### config.mk
export PLATFORM = sky130hd
export DESIGN_NAME = par2ser_tx
export DESIGN_NICKNAME = d
export VERILOG_FILES = /design/src/rtl/par2ser_tx.sv
export SDC_FILE = /design/constraint.sdc
export NUM_CORES = 1
export LEC_CHECK = 0
export ABC_AREA = 1
export BUFFER_PORTS_ARGS = -buffer_cell sky130_fd_sc_hd__buf_4
export CAP_MARGIN = 10
export CORE_MARGIN = 10
export CORE_UTILIZATION = 45
export CTS_CLUSTER_SIZE = 20
export DETAILED_ROUTE_END_ITERATION = 12
export MAX_ROUTING_LAYER = met4
export SETUP_SLACK_MARGIN = 0.1
export SYNTH_ARGS = -nofsm -noshare
export SYNTH_HDL_FRONTEND = slang
export SYNTH_SLANG_ARGS = --single-unit
### constraint.sdc
create_clock -name clk -period 1.7 [get_ports clk]
set_input_delay 0.085 -clock clk [delete_from_list [all_inputs] [get_ports clk]]
set_output_delay 0.085 -clock clk [all_outputs]
set_load 0.1 [all_outputs]
### src/rtl/par2ser_tx.sv
`default_nettype none
// +------------------------------------------------------------------+
// | par2ser_tx: word-to-bitstream transmitter, one-word holding slot |
// | Revision: 1.0                                                    |
// +------------------------------------------------------------------+
module par2ser_tx #(
  parameter int WIDTH     = 8,
  parameter bit MSB_FIRST = 1'b1
) (
  input  logic             clk,
  input  logic             rst,
  input  logic [WIDTH-1:0] in_data,
  input  logic             in_valid,
  output logic             in_ready,
  output logic             ser_data,
  output logic             ser_valid,
  output logic             ser_last,
  input  logic             ser_ready
);

  localparam int              c_CW   = (WIDTH > 1) ? $clog2(WIDTH) : 1;
  localparam logic [c_CW-1:0] c_LAST = c_CW'(WIDTH - 1);

  typedef enum logic [0:0] {
    IDLE  = 1'b0,
    SHIFT = 1'b1
  } state_t;

  state_t           r_state, w_state_nxt;
  logic [WIDTH-1:0] r_shreg, w_shreg_nxt;
  logic [WIDTH-1:0] r_pend, w_pend_nxt;
  logic [WIDTH-1:0] w_shifted;
  logic [c_CW-1:0]  r_cnt, w_cnt_nxt;
  logic             r_pend_valid, w_pend_valid_nxt;
  logic             w_busy, w_accept, w_take, w_done, w_free;

  generate
    if (MSB_FIRST) begin : g_msb_first
      assign ser_data  = r_shreg[WIDTH-1];
      assign w_shifted = {r_shreg[WIDTH-2:0], 1'b0};
    end else begin : g_lsb_first
      assign ser_data  = r_shreg[0];
      assign w_shifted = {1'b0, r_shreg[WIDTH-1:1]};
    end
  endgenerate

  assign w_busy    = (r_state == SHIFT);
  assign w_accept  = in_valid & ~r_pend_valid;
  assign w_take    = w_busy & ser_ready;
  assign w_done    = w_take & (r_cnt == c_LAST);
  assign w_free    = ~w_busy | w_done;

  // in_ready is purely registered so it never combinationally follows in_valid/ser_ready
  assign in_ready  = ~r_pend_valid;
  assign ser_valid = w_busy;
  assign ser_last  = w_busy & (r_cnt == c_LAST);

  always_ff @(posedge clk or posedge rst) begin
    if (rst) begin
      r_state      <= IDLE;
      r_shreg      <= '0;
      r_cnt        <= '0;
      r_pend       <= '0;
      r_pend_valid <= 1'b0;
    end else begin
      r_state      <= w_state_nxt;
      r_shreg      <= w_shreg_nxt;
      r_cnt        <= w_cnt_nxt;
      r_pend       <= w_pend_nxt;
      r_pend_valid <= w_pend_valid_nxt;
    end
  end

  always_comb begin
    w_state_nxt      = r_state;
    w_shreg_nxt      = r_shreg;
    w_cnt_nxt        = r_cnt;
    w_pend_nxt       = r_pend;
    w_pend_valid_nxt = r_pend_valid;

    if (w_free && r_pend_valid) begin
      w_shreg_nxt      = r_pend;
      w_pend_valid_nxt = 1'b0;
      w_cnt_nxt        = '0;
      w_state_nxt      = SHIFT;
    end else if (w_free && w_accept) begin
      // Direct load skips the buffer so a free shifter never costs a bubble
      w_shreg_nxt = in_data;
      w_cnt_nxt   = '0;
      w_state_nxt = SHIFT;
    end else begin
      if (w_accept) begin
        w_pend_nxt       = in_data;
        w_pend_valid_nxt = 1'b1;
      end
      if (w_done) begin
        w_state_nxt = IDLE;
      end else if (w_take) begin
        w_cnt_nxt   = r_cnt + c_CW'(1);
        w_shreg_nxt = w_shifted;
      end
    end
  end

endmodule
`default_nettype wire

# Yosys cells after proc, flatten, opt, wreduce, memory -nomap -nowiden
# Index checks and enable logic that the tools add are counted.
[totals]
ff_bits = 21
input_bits = 12
wordCells = 40
[op_classes]
add_sub_neg = 1
eq_ne = 3
muxes = 14
n_bitwise = 9
reduce_logical = 8
[op_table]
columns = ["operator", "count"]
rows = [
  ["$mux W8", 4],
  ["$mux W3", 4],
  ["$mux W1", 6],
  ["$reduce_bool A3 Y1", 2],
  ["$and A1 B1 Y1", 4],
  ["$not A1 Y1", 4],
  ["$reduce_and A2 Y1", 2],
  ["$add A3 B1 Y3 const B", 1],
  ["$eq A3 B3 Y1 const B", 1],
  ["$ne A3 B1 Y1 const B", 1],
  ["$reduce_and A3 Y1", 1],
  ["$logic_and A1 B1 Y1", 2],
  ["$ne A2 B2 Y1 const B", 1],
  ["$reduce_bool A2 Y1", 1],
  ["$or A1 B1 Y1", 1],
]

# Longest topological paths before layout
[logic_depth]
ltp_word = 6
mapped_depth = 10
ltp_nobuf = 10

# Worst setup path after synthesis
# Ideal clock, no wire load.
[synth_path]
kind = "reg2out"
from = "register r_state, in the netlist ser_valid"
to = "output port ser_last"
arrival_time_ns = 1.758
t_required_ns = 1.615
path_slack_ns = -0.143
stages_incl_launch_ff = 3
path_cell_list = "dfrtp_1 > nand2_1 > inv_1"
[synth_between]
elab_chain_len = 1
[synth_lines]
columns = ["item", "line_no", "text"]
rows = [
  ["from (decl)", "29", "state_t r_state, w_state_nxt;"],
  ["from (signal assigned)", "66", "r_state <= w_state_nxt;"],
  ["$and A1 B1 Y1", "56", "assign ser_last = w_busy & (r_cnt == c_LAST);"],
  ["to (decl)", "17", "output logic ser_last,"],
]
# No other way between the ends.

# Final worst setup path
[layout_path]
from = "register r_cnt[0]"
to = "output port ser_last"
[layout_between]
elab_chain_len = 2
[layout_lines]
columns = ["item", "line_no", "text"]
rows = [
  ["from (decl)", "33", "logic [c_CW-1:0] r_cnt, w_cnt_nxt;"],
  ["from (signal assigned)", "68", "r_cnt <= w_cnt_nxt;"],
  ["$eq A3 B3 Y1", "56", ""],
  ["$and A1 B1 Y1", "56", ""],
]
# No other way between the ends.

==> reports/qor.yml <==
clock_tree:
  clkSinkCount: 21
  cts_buffer_depth: 2
  cts_made_buffers: 3
  cts.clk_slew.worst_paths_ns: 0.11
  cts_tree: "built"
  cts_root_buf: "clkbuf_4"
  clkLatencyLatePin_ns: 0.30
  cts-htree-levels: 1
synthesis:
  postSynthNetCount: 162
  synth_top_cell_area_share: 0.452
  yosys_warnings: 0
  synthCells: 148
  synth_top_cell_by_area: "dfrtp_1"
  synth_cell_types: 15
  mappedNetlistArea_sq_um: 1160
  synth.ff_latch_count: 21
  yosysSeqAreaShare: 0.452
  syn_avg_cell_area_sq_um: 7.86
  synth_area_leaders: "dfrtp_1 45%, nand2_1 15%, nand3_1 12%"
critical_path:
  crit_type: "reg -> out"
  path_max_fanout: 2
  worst_setup_path_end_kind: "output port"
  crit_path_start_kind: "flop"
  cp.required_ns: 1.62
  cp.arrival_ns: 1.45
pwr:
  p_leak_nw: 0.779
  p_per_area_nw_per_um2: 1860
  vdd.ir_drop.worst_mv: 1.03
place:
  gp_congestion: 0.842
  dpl.hpwl_um: 1790
  port_buffers: 15
  dp_slack_ns: 0.117
global_route:
  grt_first_pass_wirelength_um: 4030
  grt.total_usage: 0.0976
  antenna_found_initial: 0
  grt_overflow: 0
  grt_max_degree: 16
  first_global_vias: 899
timing:
  setup_violations: 0
  fin_ws_ns: 0.166
  fin_setup_tns_ns: 0
  min_period_ns: 1.53
  maxClockFrequency_mhz: 652
  period_share: 0.902
  finalMaxSlewViolations: 0
  worst_pin_slew_ns: 0.407
  slew_headroom: 0.729
  final_hold_viol_count: 0
  skew_ns: 0.00266
  rsz0062_at_grt: "false"
routing:
  dr.pass1.iters: 4
  drt-total-wl_um: 2290
  route.detailed.drc: 0
  dr.first_iter.drc_count: 62
  postRouteAntennaNets: 0
  vias_per_cell: 4.77
  routedWlPerCell_um: 11.5
  vias: 950
layout:
  antenna_cells: 0
  fin_util: 0.556
  seqCellArea_sq_um: 527
  drive_gt1_frac: 0.237
  final_nets: 184
  area_growth_pct: 18.3
  fillers: 243
  multi_input_area_sq_um: 519
die:
  die-area_sq_um: 5020
  ios: 16
  initial_core_util: 0.470
  coreArea_sq_um: 2480
  die_h_um: 70.9
  rows: 18
  fp.dieW_um: 70.9
worst_hold_path:
  hp-class: "in -> reg"
outcome:
  outcome: "finished, final reports clean"
run:
  drv_cap: 0
[what timing repair did]
action | 4_1_cts | 5_1_grt
resized for setup | 1 | 6
hold buffers | 1 | 0
endpoints found under the setup margin | 6 | 19
endpoints found under the hold margin | 10 | 0
pin swaps | 0 | 3
setup buffers | 0 | 4
cloned | 0 | 0
[report_power, final]
part / internal, W / switching [W] / total [W]
clock: 0.0000916 / 0.000151 / 0.000243
combinational: 0.000499 / 0.000955 / 0.00145
sequential: 0.000728 / 0.000134 / 0.000862
total: 0.00132 / 0.00124 / 0.00256
[through the flow]
stage / total power, W / std cells / area, sq um / hold WS (ns)
after global placement: 0.00218 / 190 / 1280 / 0.104
after CTS: 0.00246 / 195 / 1320 / 0.0156
after floorplan: 0.00202 / 148 / 1170 / 0.0615
final: 0.00256 / 199 / 1380 / 0.0189
after global routing: 0.00281 / 199 / 1380 / 0.0201
after detailed placement: 0.00221 / 190 / 1280 / 0.109
[critical path: stages, from the launching register on]
cell and delay, ns:
dfrtp_1 0.40, ha_1 0.21, ha_2 0.20, nand2_1 0.08, inv_1 0.04, buf_4 0.22
[cell type report]
| class | instances | area share |
|---|---|---|
| Clock buffer | 4 | 0.0191 |
| Inverter | 21 | 0.0636 |
| Multi-Input combinational cell | 100 | 0.377 |
| Sequential cell | 21 | 0.383 |
| Tap cell | 30 | 0.0273 |
| Timing Repair Buffer | 23 | 0.130 |
[sequential cells by signal, summed over array words and instances, names as in the netlist]
name / count
r_pend: 8
r_shreg: 8
r_cnt: 3
r_pend_valid: 1
ser_valid: 1
[cells by family after synthesis]
group                      Yosys count  share of synthesized area
adders and majority gates            2                     0.0215
AOI/OAI and AO/OA                   10                     0.0462
buffers and inverters               27                      0.120
DFF                                 21                      0.452
and+or+nand+nor                     88                      0.360
[path summary, 6_finish.rpt]
check	from	end	slack, ns	depth (start not counted)
setup / recovery	r_cnt[0]	ser_last	0.17	5
hold reg to reg	r_shreg[7]	r_shreg[7]	0.49	2
setup reg to reg	r_cnt[0]	r_shreg[4]	0.21	10
hold / removal	in_data[0]	r_pend[0]	0.02	3
max in group asynchronous	rst	r_shreg[6]	0.89	4
min in group asynchronous	rst	r_shreg[1]	0.31	3
[cells in the mapped netlist, drive strengths merged]
| master | number |
|---|---|
| nor2 | 8 |
| buf | 6 |
| nand2 | 52 |
| nand3 | 28 |
| ha | 2 |
| inv | 21 |
| dfrtp | 21 |
| o21ai | 1 |
| a21oi | 9 |
[cells in the final DEF, fill, tap and decap left out, drive strengths merged]
cell type	n
nand2	52
nand3	28
buf	22
dfrtp	21
inv	20
a21oi	9
nor2	8
clkbuf	4
ha	2
clkinvlp	1
o21ai	1
dlygate4sd3	1
[per-layer routing]
metal,global-route usage,vias up,part of all wire
li1,-,499,-
met1,0.120,433,0.50
met2,0.146,13,0.45
met3,0.0265,5,0.036
met4,0.0409,0,0.018
met5,-,-,0
No activity file was read; power rests on OpenSTA's default activity.
